[src/rtl/rf_wb_arbiter_pkg.sv]
// rf_wb_arbiter_pkg: shared widths and the buffered writeback request type
package rf_wb_arbiter_pkg;
    localparam int ADDRESS_WIDTH = 5;
    localparam int DATA_WIDTH    = 32;
    typedef struct packed {
        logic [ADDRESS_WIDTH-1:0] addr;
        logic [DATA_WIDTH-1:0]    data;
    } wb_req_t;
endpackage

[src/rtl/rf_wb_arbiter_if.sv]
// rf_wb_arbiter_if: writeback request channels, hazard query and register-file write port
//   master: requesters / register file / hazard logic side
//   slave : the arbiter itself
interface rf_wb_arbiter_if #(parameter int FIFO_DEPTH = 4);
    import rf_wb_arbiter_pkg::*;
    localparam int CW = $clog2(FIFO_DEPTH) + 1;
    logic                     p_valid, p_ready;
    logic [ADDRESS_WIDTH-1:0] p_addr;
    logic [DATA_WIDTH-1:0]    p_data;
    logic                     s_valid, s_ready;
    logic [ADDRESS_WIDTH-1:0] s_addr;
    logic [DATA_WIDTH-1:0]    s_data;
    logic [ADDRESS_WIDTH-1:0] q_addr;
    logic                     q_pending;
    logic [CW-1:0]            fifo_count;
    logic                     we3;
    logic [ADDRESS_WIDTH-1:0] a3;
    logic [DATA_WIDTH-1:0]    wd3;
    modport master (
        output p_valid, p_addr, p_data, s_valid, s_addr, s_data, q_addr,
        input  p_ready, s_ready, q_pending, fifo_count, we3, a3, wd3
    );
    modport slave (
        input  p_valid, p_addr, p_data, s_valid, s_addr, s_data, q_addr,
        output p_ready, s_ready, q_pending, fifo_count, we3, a3, wd3
    );
endinterface

[src/rtl/rf_wb_arbiter_wb_fifo.sv]
// wb_fifo: synchronous FIFO of writeback requests with per-entry valid/addr taps
//   clk, rst (async active-low); push/pop (caller guarantees not full / not empty);
//   din/dout; full, empty, count; ent_valid/ent_addr expose the live entries for hazard compares
module wb_fifo
    import rf_wb_arbiter_pkg::*;
#(
    parameter int DEPTH = 4
) (
    input  logic                     clk,
    input  logic                     rst,
    input  logic                     push,
    input  logic                     pop,
    input  wb_req_t                  din,
    output wb_req_t                  dout,
    output logic                     full,
    output logic                     empty,
    output logic [$clog2(DEPTH):0]   count,
    output logic [DEPTH-1:0]         ent_valid,
    output logic [ADDRESS_WIDTH-1:0] ent_addr [DEPTH]
);
    localparam int PW = $clog2(DEPTH);
    localparam int CW = PW + 1;
    wb_req_t       mem_q [DEPTH];
    logic [PW-1:0] wr_q, rd_q;
    logic [CW-1:0] cnt_q;
    always_ff @(posedge clk or negedge rst) begin
        if (!rst) begin
            for (int i = 0; i < DEPTH; i++) mem_q[i] <= '0;
            wr_q  <= '0;
            rd_q  <= '0;
            cnt_q <= '0;
        end else begin
            if (push) begin
                mem_q[wr_q] <= din;
                wr_q        <= wr_q + 1'b1;
            end
            if (pop) rd_q <= rd_q + 1'b1;
            cnt_q <= cnt_q + CW'(push) - CW'(pop);
        end
    end
    assign dout  = mem_q[rd_q];
    assign full  = cnt_q == CW'(DEPTH);
    assign empty = cnt_q == '0;
    assign count = cnt_q;
    // An entry is live when its distance from the read pointer is below the occupancy.
    for (genvar i = 0; i < DEPTH; i++) begin : g_ent
        assign ent_valid[i] = {1'b0, PW'(PW'(i) - rd_q)} < cnt_q;
        assign ent_addr[i]  = mem_q[i].addr;
    end
endmodule

[src/rtl/rf_wb_arbiter.sv]
// rf_wb_arbiter: merges the ALU (primary) and buffered long-latency (secondary) writebacks
//   onto the single register-file write port
//   clk, rst (async active-low); bus.slave carries the p_*/s_* request channels,
//   the q_addr/q_pending hazard query, fifo_count, and the registered we3/a3/wd3 port
module rf_wb_arbiter
    import rf_wb_arbiter_pkg::*;
#(
    parameter int FIFO_DEPTH   = 4,
    parameter int STARVE_LIMIT = 4
) (
    input logic            clk,
    input logic            rst,
    rf_wb_arbiter_if.slave bus
);
    localparam int SW = $clog2(STARVE_LIMIT + 1);
    logic                     full, empty, push, pop, p_take, starved, hit;
    wb_req_t                  head;
    logic [FIFO_DEPTH-1:0]    ent_valid;
    logic [ADDRESS_WIDTH-1:0] ent_addr [FIFO_DEPTH];
    logic [SW-1:0]            starve_q, starve_d;
    logic                     we3_q, we3_d;
    logic [ADDRESS_WIDTH-1:0] a3_q, a3_d;
    logic [DATA_WIDTH-1:0]    wd3_q, wd3_d;
    wb_fifo #(.DEPTH(FIFO_DEPTH)) u_fifo (
        .clk       (clk),
        .rst       (rst),
        .push      (push),
        .pop       (pop),
        .din       ('{addr: bus.s_addr, data: bus.s_data}),
        .dout      (head),
        .full      (full),
        .empty     (empty),
        .count     (bus.fifo_count),
        .ent_valid (ent_valid),
        .ent_addr  (ent_addr)
    );
    always_comb begin
        starved     = starve_q == SW'(STARVE_LIMIT);
        bus.p_ready = ~(starved & ~empty);
        bus.s_ready = ~full;
        push        = bus.s_valid & ~full & (bus.s_addr != '0);
        p_take      = bus.p_valid & bus.p_ready & (bus.p_addr != '0);
        // While starved the primary is held off, so p_take is already low and the head drains.
        pop         = ~empty & ~p_take;
        we3_d       = pop | p_take;
        a3_d        = pop ? head.addr : p_take ? bus.p_addr : a3_q;
        wd3_d       = pop ? head.data : p_take ? bus.p_data : wd3_q;
        starve_d    = (pop | empty) ? '0 : starved ? starve_q : starve_q + 1'b1;
        hit         = we3_q & (a3_q == bus.q_addr);
        for (int i = 0; i < FIFO_DEPTH; i++) hit = hit | (ent_valid[i] & (ent_addr[i] == bus.q_addr));
        bus.q_pending = (bus.q_addr != '0) & hit;
    end
    always_ff @(posedge clk or negedge rst) begin
        if (!rst) begin
            starve_q <= '0;
            we3_q    <= 1'b0;
            a3_q     <= '0;
            wd3_q    <= '0;
        end else begin
            starve_q <= starve_d;
            we3_q    <= we3_d;
            a3_q     <= a3_d;
            wd3_q    <= wd3_d;
        end
    end
    assign bus.we3 = we3_q;
    assign bus.a3  = a3_q;
    assign bus.wd3 = wd3_q;
endmodule

[src/flat_wrapper.sv]
// flat-port wrapper written by rule: the top's interface ports become plain ports
module rf_wb_arbiter_flat import rf_wb_arbiter_pkg::*;
#(
    parameter int FIFO_DEPTH   = 4,
    parameter int STARVE_LIMIT = 4
)
  (clk, rst, bus_p_valid, bus_p_addr, bus_p_data, bus_s_valid, bus_s_addr, bus_s_data, bus_q_addr, bus_p_ready, bus_s_ready, bus_q_pending, bus_fifo_count, bus_we3, bus_a3, bus_wd3);
  rf_wb_arbiter_if #(.FIFO_DEPTH(FIFO_DEPTH)) bus_i ();
  input logic clk;
  input logic rst;
  input wire logic [$bits(bus_i.p_valid)-1:0] bus_p_valid;
  input wire logic [$bits(bus_i.p_addr)-1:0] bus_p_addr;
  input wire logic [$bits(bus_i.p_data)-1:0] bus_p_data;
  input wire logic [$bits(bus_i.s_valid)-1:0] bus_s_valid;
  input wire logic [$bits(bus_i.s_addr)-1:0] bus_s_addr;
  input wire logic [$bits(bus_i.s_data)-1:0] bus_s_data;
  input wire logic [$bits(bus_i.q_addr)-1:0] bus_q_addr;
  output wire logic [$bits(bus_i.p_ready)-1:0] bus_p_ready;
  output wire logic [$bits(bus_i.s_ready)-1:0] bus_s_ready;
  output wire logic [$bits(bus_i.q_pending)-1:0] bus_q_pending;
  output wire logic [$bits(bus_i.fifo_count)-1:0] bus_fifo_count;
  output wire logic [$bits(bus_i.we3)-1:0] bus_we3;
  output wire logic [$bits(bus_i.a3)-1:0] bus_a3;
  output wire logic [$bits(bus_i.wd3)-1:0] bus_wd3;
  assign bus_i.p_valid = bus_p_valid;
  assign bus_i.p_addr = bus_p_addr;
  assign bus_i.p_data = bus_p_data;
  assign bus_i.s_valid = bus_s_valid;
  assign bus_i.s_addr = bus_s_addr;
  assign bus_i.s_data = bus_s_data;
  assign bus_i.q_addr = bus_q_addr;
  assign bus_p_ready = bus_i.p_ready;
  assign bus_s_ready = bus_i.s_ready;
  assign bus_q_pending = bus_i.q_pending;
  assign bus_fifo_count = bus_i.fifo_count;
  assign bus_we3 = bus_i.we3;
  assign bus_a3 = bus_i.a3;
  assign bus_wd3 = bus_i.wd3;
  rf_wb_arbiter #(.FIFO_DEPTH(FIFO_DEPTH), .STARVE_LIMIT(STARVE_LIMIT)) u_core (.clk(clk), .rst(rst), .bus(bus_i));
endmodule
[config.mk]
export PLATFORM = sky130hd
export DESIGN_NAME = rf_wb_arbiter_flat
export DESIGN_NICKNAME = d
export VERILOG_FILES = /design/src/rtl/rf_wb_arbiter_pkg.sv /design/src/rtl/rf_wb_arbiter_if.sv /design/src/rtl/rf_wb_arbiter_wb_fifo.sv /design/src/rtl/rf_wb_arbiter.sv /design/src/flat_wrapper.sv
export SDC_FILE = /design/constraint.sdc
export NUM_CORES = 1
export LEC_CHECK = 0
export BUFFER_PORTS_ARGS = -buffer_cell sky130_fd_sc_hd__buf_2
export CORE_UTILIZATION = 58
export DETAILED_ROUTE_END_ITERATION = 10
export PLACE_DENSITY = 0.8
export REMOVE_ABC_BUFFERS = 1
export SLEW_MARGIN = 0
export SYNTH_ARGS = -nofsm -noshare
export SYNTH_HDL_FRONTEND = slang
export SYNTH_SLANG_ARGS = --single-unit
[constraint.sdc]
create_clock -name clk -period 3.5 [get_ports clk]
set_input_delay 0.175 -clock clk [delete_from_list [all_inputs] [get_ports clk]]
set_output_delay 0.175 -clock clk [all_outputs]
set_load 0.005 [all_outputs]
# Yosys cells after proc, flatten, opt, wreduce, memory -nomap -nowiden
# Index checks and enable logic that the tools add are counted.
# word_totals
regBits	196
output_inout_bits	44
elab_cells	81
in_bits	83
# op_classes
n_reduce_logical	6
add_sub_neg	9
mux	12
n_bitwise	24
eq_ne	8
order_cmp	7
# ops
op	count
148-bit bitwise mux	1
37-bit 2-to-1 mux	3
37-bit binary-select mux with 2-bit select	1
37-bit demux with 2-bit select	1
32-bit 2-to-1 mux	2
5-bit equality test	5
5-bit nonzero test	3
1-bit AND	12
2-bit by 3-bit less-than comparator with 1-bit output	4
5-bit 2-to-1 mux	2
3-bit equality test, second input constant	2
3-bit greater-or-equal comparator, second input constant	2
3-bit 2-to-1 mux	2
2-bit NOT with 3-bit output	2
1-bit bitwise OR	6
2-bit by 1-bit adder with 2-bit output, second input constant	2
1-bit NOT	4
1-bit by 2-bit subtractor with 2-bit output, first input constant	2
2-bit subtractor, first input constant	2
3-bit by 1-bit adder with 3-bit output	1
3-bit by 1-bit adder with 3-bit output, second input constant	1
3-bit logical NOT	1
3-bit by 1-bit less-than comparator with 1-bit output, second input constant	1
3-bit by 1-bit subtractor with 3-bit output	1
other kinds (3)	3

# Depth between registers and ports, before layout
# depth
word_depth	10
depth_mapped	13
ltp_nobuf	12

# Hierarchy
# A second synthesis with hierarchy kept.
# unflattened
cells_unflattened	649
hier_area_um2	10047.1
# modules_own_cells
module	cells_each	instances	area_each_um2
wb_fifo	426	1	7721.2
rf_wb_arbiter	223	1	2326.0

# Worst setup path after synthesis
# Ideal clock, no wire load.
# synth_path
kind	reg-to-reg
start	register u_core.u_fifo.cnt_q[2], in the netlist u_core.u_fifo.count[2]
end	register u_core.u_fifo.cnt_q[2], in the netlist u_core.u_fifo.count[2]
n_path_buf	2
path_slack_ps	969
arrival_time_ps	2400
setup_time_ps	131
path_stages_with_launch	12
required_ps	3369
period_less_slack_ps	2531
cell_sequence	dfrtp_1 clkbuf_1 or3_1 o21a_1 buf_2 ha_1 inv_1 ha_1 inv_1 fa_1 xnor2_1 xnor2_1
# synth_between
elab_chain_len	9
# synth_rtl
element	line_no	source
start: declaration	rf_wb_arbiter_wb_fifo.sv:25	logic [CW-1:0] cnt_q;
start signal: assignment	rf_wb_arbiter_wb_fifo.sv:38	cnt_q <= cnt_q + CW'(push) - CW'(pop);
parallel branches: the longest is 8 deep, another holds 3-bit by 1-bit adder with 3-bit output	-	
3-bit by 1-bit subtractor with 3-bit output *	rf_wb_arbiter_wb_fifo.sv:38	
# Mark *: on every way between the ends.
# A chain may end at the register's enable or synchronous reset.

# Worst setup path in the final report
# layout_path
start	register u_core.u_fifo.cnt_q[1], in the netlist u_core.u_fifo.count[1]
end	output bus_q_pending
# layout_between
elab_chain_len	7
# layout_rtl
element	line_no	source
2-bit by 3-bit less-than comparator with 1-bit output	rf_wb_arbiter_wb_fifo.sv:47	assign ent_valid[i] = {1'b0, PW'(PW'(i) - rd_q)} < cnt_q;
1-bit AND	rf_wb_arbiter.sv:50	for (int i = 0; i < FIFO_DEPTH; i++) hit = hit | (ent_valid[i] & (ent_addr[i] == bus.q_addr));
1-bit bitwise OR (3 in a row)	rf_wb_arbiter.sv:50	
1-bit bitwise OR *	rf_wb_arbiter.sv:50	
1-bit AND *	rf_wb_arbiter.sv:51	bus.q_pending = (bus.q_addr != '0) & hit;
end: declaration	flat_wrapper.sv:20	output wire logic [$bits(bus_i.q_pending)-1:0] bus_q_pending;
# Every way passes the cells marked *; elsewhere a longest branch is shown, timed or not.

==> impl_results.md <==
- CTS root buffer: clkbuf_16
- Layout Nets: 885
- Hold path endpoint: u_core.u_fifo.mem_q[79]
- Cells after DPL: 946
- Wire per inst: 19.98 um
- Largest net degree at the start of global routing: 100
- Fin cells: 1018
- Worst R2R Setup Slack: 1010 ps
- Crit path required time: 3320 ps
- Max stage delay on crit path: 550 ps
- WP depth: 8
- R2R Path Start: u_core.u_fifo.count[1]
- Async set-reset flop share out of synthesis: 100.0%
- Postcts setup bufs: 0
- Main flop type after synthesis: dfrtp_1
- Dominant cell type by area after synthesis: dfrtp_1
- 1st-iter DRT viols: 395
- Cell row count: 46
- WP buf/inv: 2
- CP max FO: 7
- Place WS: 870.7 ps
- Status: completed
- Initial antenna violation count: 2
- DR vias: 5751
- Post-Syn Area: 9630 um^2
- Syn_area_per_cell: 15.12 um^2
- Drt first pass iters: 4
- Port Buffers: 126
- GP Congestion: 0.8350
- Worst-margin pin slew: 1005 ps
- Clk buf depth: 2
- Worst hold path type: primary input to flop
- Worst-path clk slew: 70 ps
- Die W: 130.9 um
- Clk Latency, worst-skew pair: 440 ps
- Setup crit start: u_core.u_fifo.count[1]
- Htree depth: 4
- Clock sinks: 196
- Min cycle time layout: 2743 ps
- Total gr overflow: 0
- All-Layer GR Usage: 25.91%
- Area contributors post-synth: dfrtp_1 51%, mux2_4 19%, mux4_2 8.7%, mux2_2 3.3%, nand2_1 2.9%
- Final Max Slew Viols: 0
- Worst-path cell chain: inv_1 > ha_1 > nor2_1 > a2111oi_0 > nand4_1 > nand3_1 > o22a_1 > buf_2
- Core box area: 16060 um^2
- Cell family with the largest share of critical-path delay: compound AO/OA/AOI/OAI gates
- Most common cell after layout, fill and taps aside: dfrtp_1
- RSZ-0062 raised after global routing: false
- Crit end category: primary output
- VDD IR max: 0.4588 mV
- Yosys reg bits: 196
- R2r endpoint: u_core.u_fifo.count[2]
- I/O pin total: 127
- Slowest-stage cell, CP: a2111oi_0
- Worst hold start: bus_s_data[5]
- Final setup margin: 757.5 ps
- Num CTS Buffers: 17
- DR vias/cell: 5.649
- Die Ht: 130.9 um
- CTS tree: yes
- Hold-critical path depth: 2
- Vias in the first global route: 6115
- Slew margin rel.: 32.83%
- Yosys warns: 0
- Synth top area share: 50.93%
- Dpl hpwl: 12610 um
- Final Hold Vio Count: 0
- Pwr Density: 941.9 nW/um^2
- Reg2reg path depth: 12
- Leading cell types in the layout, fill and taps excluded: 194 x dfrtp_1, 125 x buf_2, 120 x mux2_4
- P&R area growth vs syn: 16.51%
- Inserted Diodes: 0
- Max Cap Violations: 0
- Crit share post-route: 78.36%
- Max Freq: 0.3646 GHz
- DRC Markers: 0
- Post-synth EDFFs: 0
- Critical path arrival: 2570 ps
- Initial core utilization: 59.97%
- Critical path type: flop to primary output
- Startpoint Class: flop
- Seq/Total Area, Yosys: 50.93%
- Setup_tns: 0 ps
- Share of cells above drive strength 1: 44.76%
- Clock Skew: 7.127 ps
- Post-Syn Instances: 637
- WHS: 15.19 ps
- Yosys cell types: 38
- Pleak: 5.457 nW
- Final setup viols: 0
- WL final: 20340 um
- Die Area: 17120 um^2
- Global-route wire length before repair: 32630 um
- Remaining antenna violation count: 0
[timing repair]
item | in CTS | in global routing
hold endpoints to repair | 137 | 0
hold buffers | 40 | 0
gates resized for setup | 0 | 0
[cell families (layout without fill, tap and decap cells)]
family	after synthesis	in the layout	share of synthesized area, %
xor gates and xnor gates	32	32	2.910
DFF	196	196	50.93
and+or+nand+nor	108	108	5.301
AOI/OAI and AO/OA	50	50	3.898
muxes	185	185	30.64
adders and majority gates	13	13	1.767
buffers and inverters	53	218	4.560
[power breakdown]
| group | leakage [nW] | switching, mW | total (mW) | internal, mW |
|---|---|---|---|---|
| sequential | 2.34 | 0.829 | 4.26 | 3.43 |
| combinational | 2.83 | 1.67 | 4.35 | 2.68 |
| clock | 0.290 | 0.893 | 1.96 | 1.07 |
[final cells by class]
class / count / area, um^2
well taps: 216 / 270.3
flip-flops and latches: 196 / 4910
multi-input cells: 388 / 4297
clock inverters: 15 / 165.2
fillers: 1126 / 4837
clock buffers: 17 / 425.4
inverters: 13 / 48.80
repair buffers: 173 / 1105
[synthesized netlist by cell type (12+ instances only)]
| cell | number |
|---|---|
| xnor2_1 | 17 |
| mux2_4 | 120 |
| a22oi_1 | 34 |
| ha_1 | 12 |
| buf_12 | 12 |
| mux4_2 | 37 |
| inv_1 | 13 |
| mux2_2 | 28 |
| clkbuf_1 | 12 |
| xor2_1 | 15 |
| nand2_1 | 75 |
| dfrtp_1 | 196 |
| nor2_1 | 12 |
[how the worst max path moves through the flow]
stage,endpoint,slack [ps]
2_1_floorplan,bus_q_pending,520
3_3_place_gp,u_core.u_fifo.count[2],920
3_5_place_dp,u_core.u_fifo.count[2],870
4_1_cts,bus_q_pending,800
5_1_grt,bus_q_pending,620
6_report,bus_q_pending,760
[worst register-to-register path, stage by stage (launching register included)]
cell     delay, ps
dfrtp_1        500
nor2_1          80
nand2_1        100
o211a_1        150
buf_4          260
inv_1           80
ha_1           290
inv_1           60
ha_1           130
inv_1           50
fa_1           380
xnor2_1        150
xnor2_1        140
[layer usage]
metal  vias to the layer above  routed length (um)  GRT usage, %
met2                       165               10140         43.36
met5                         -                  10             0
met1                      2982                8982         34.60
met3                        18                1030         5.130
met4                         2                 171         7.302
li1                       2584                   -             -
[stage by stage]
step	util (%)	total power, mW	area (um^2)
5_1_grt	69.88	11.19	11220
3_3_place_gp	63.71	8.326	10230
3_5_place_dp	63.71	8.587	10230
6_report	69.88	10.57	11220
4_1_cts	69.88	10.64	11220
2_1_floorplan	-	7.341	9240
[flip-flops by register name, indices dropped and copies added (netlist names)]
| name | flops |
|---|---|
| u_core.u_fifo.wr_q | 2 |
| u_core.bus.wd3 | 32 |
| u_core.u_fifo.ent_addr | 20 |
| u_core.u_fifo.rd_q | 2 |
| u_core.u_fifo.count | 3 |
| u_core.bus.a3 | 5 |
| u_core.bus.we3 | 1 |
| u_core.u_fifo.mem_q | 128 |
| u_core.starve_q | 3 |
No activity file was read; power rests on OpenSTA's default activity.
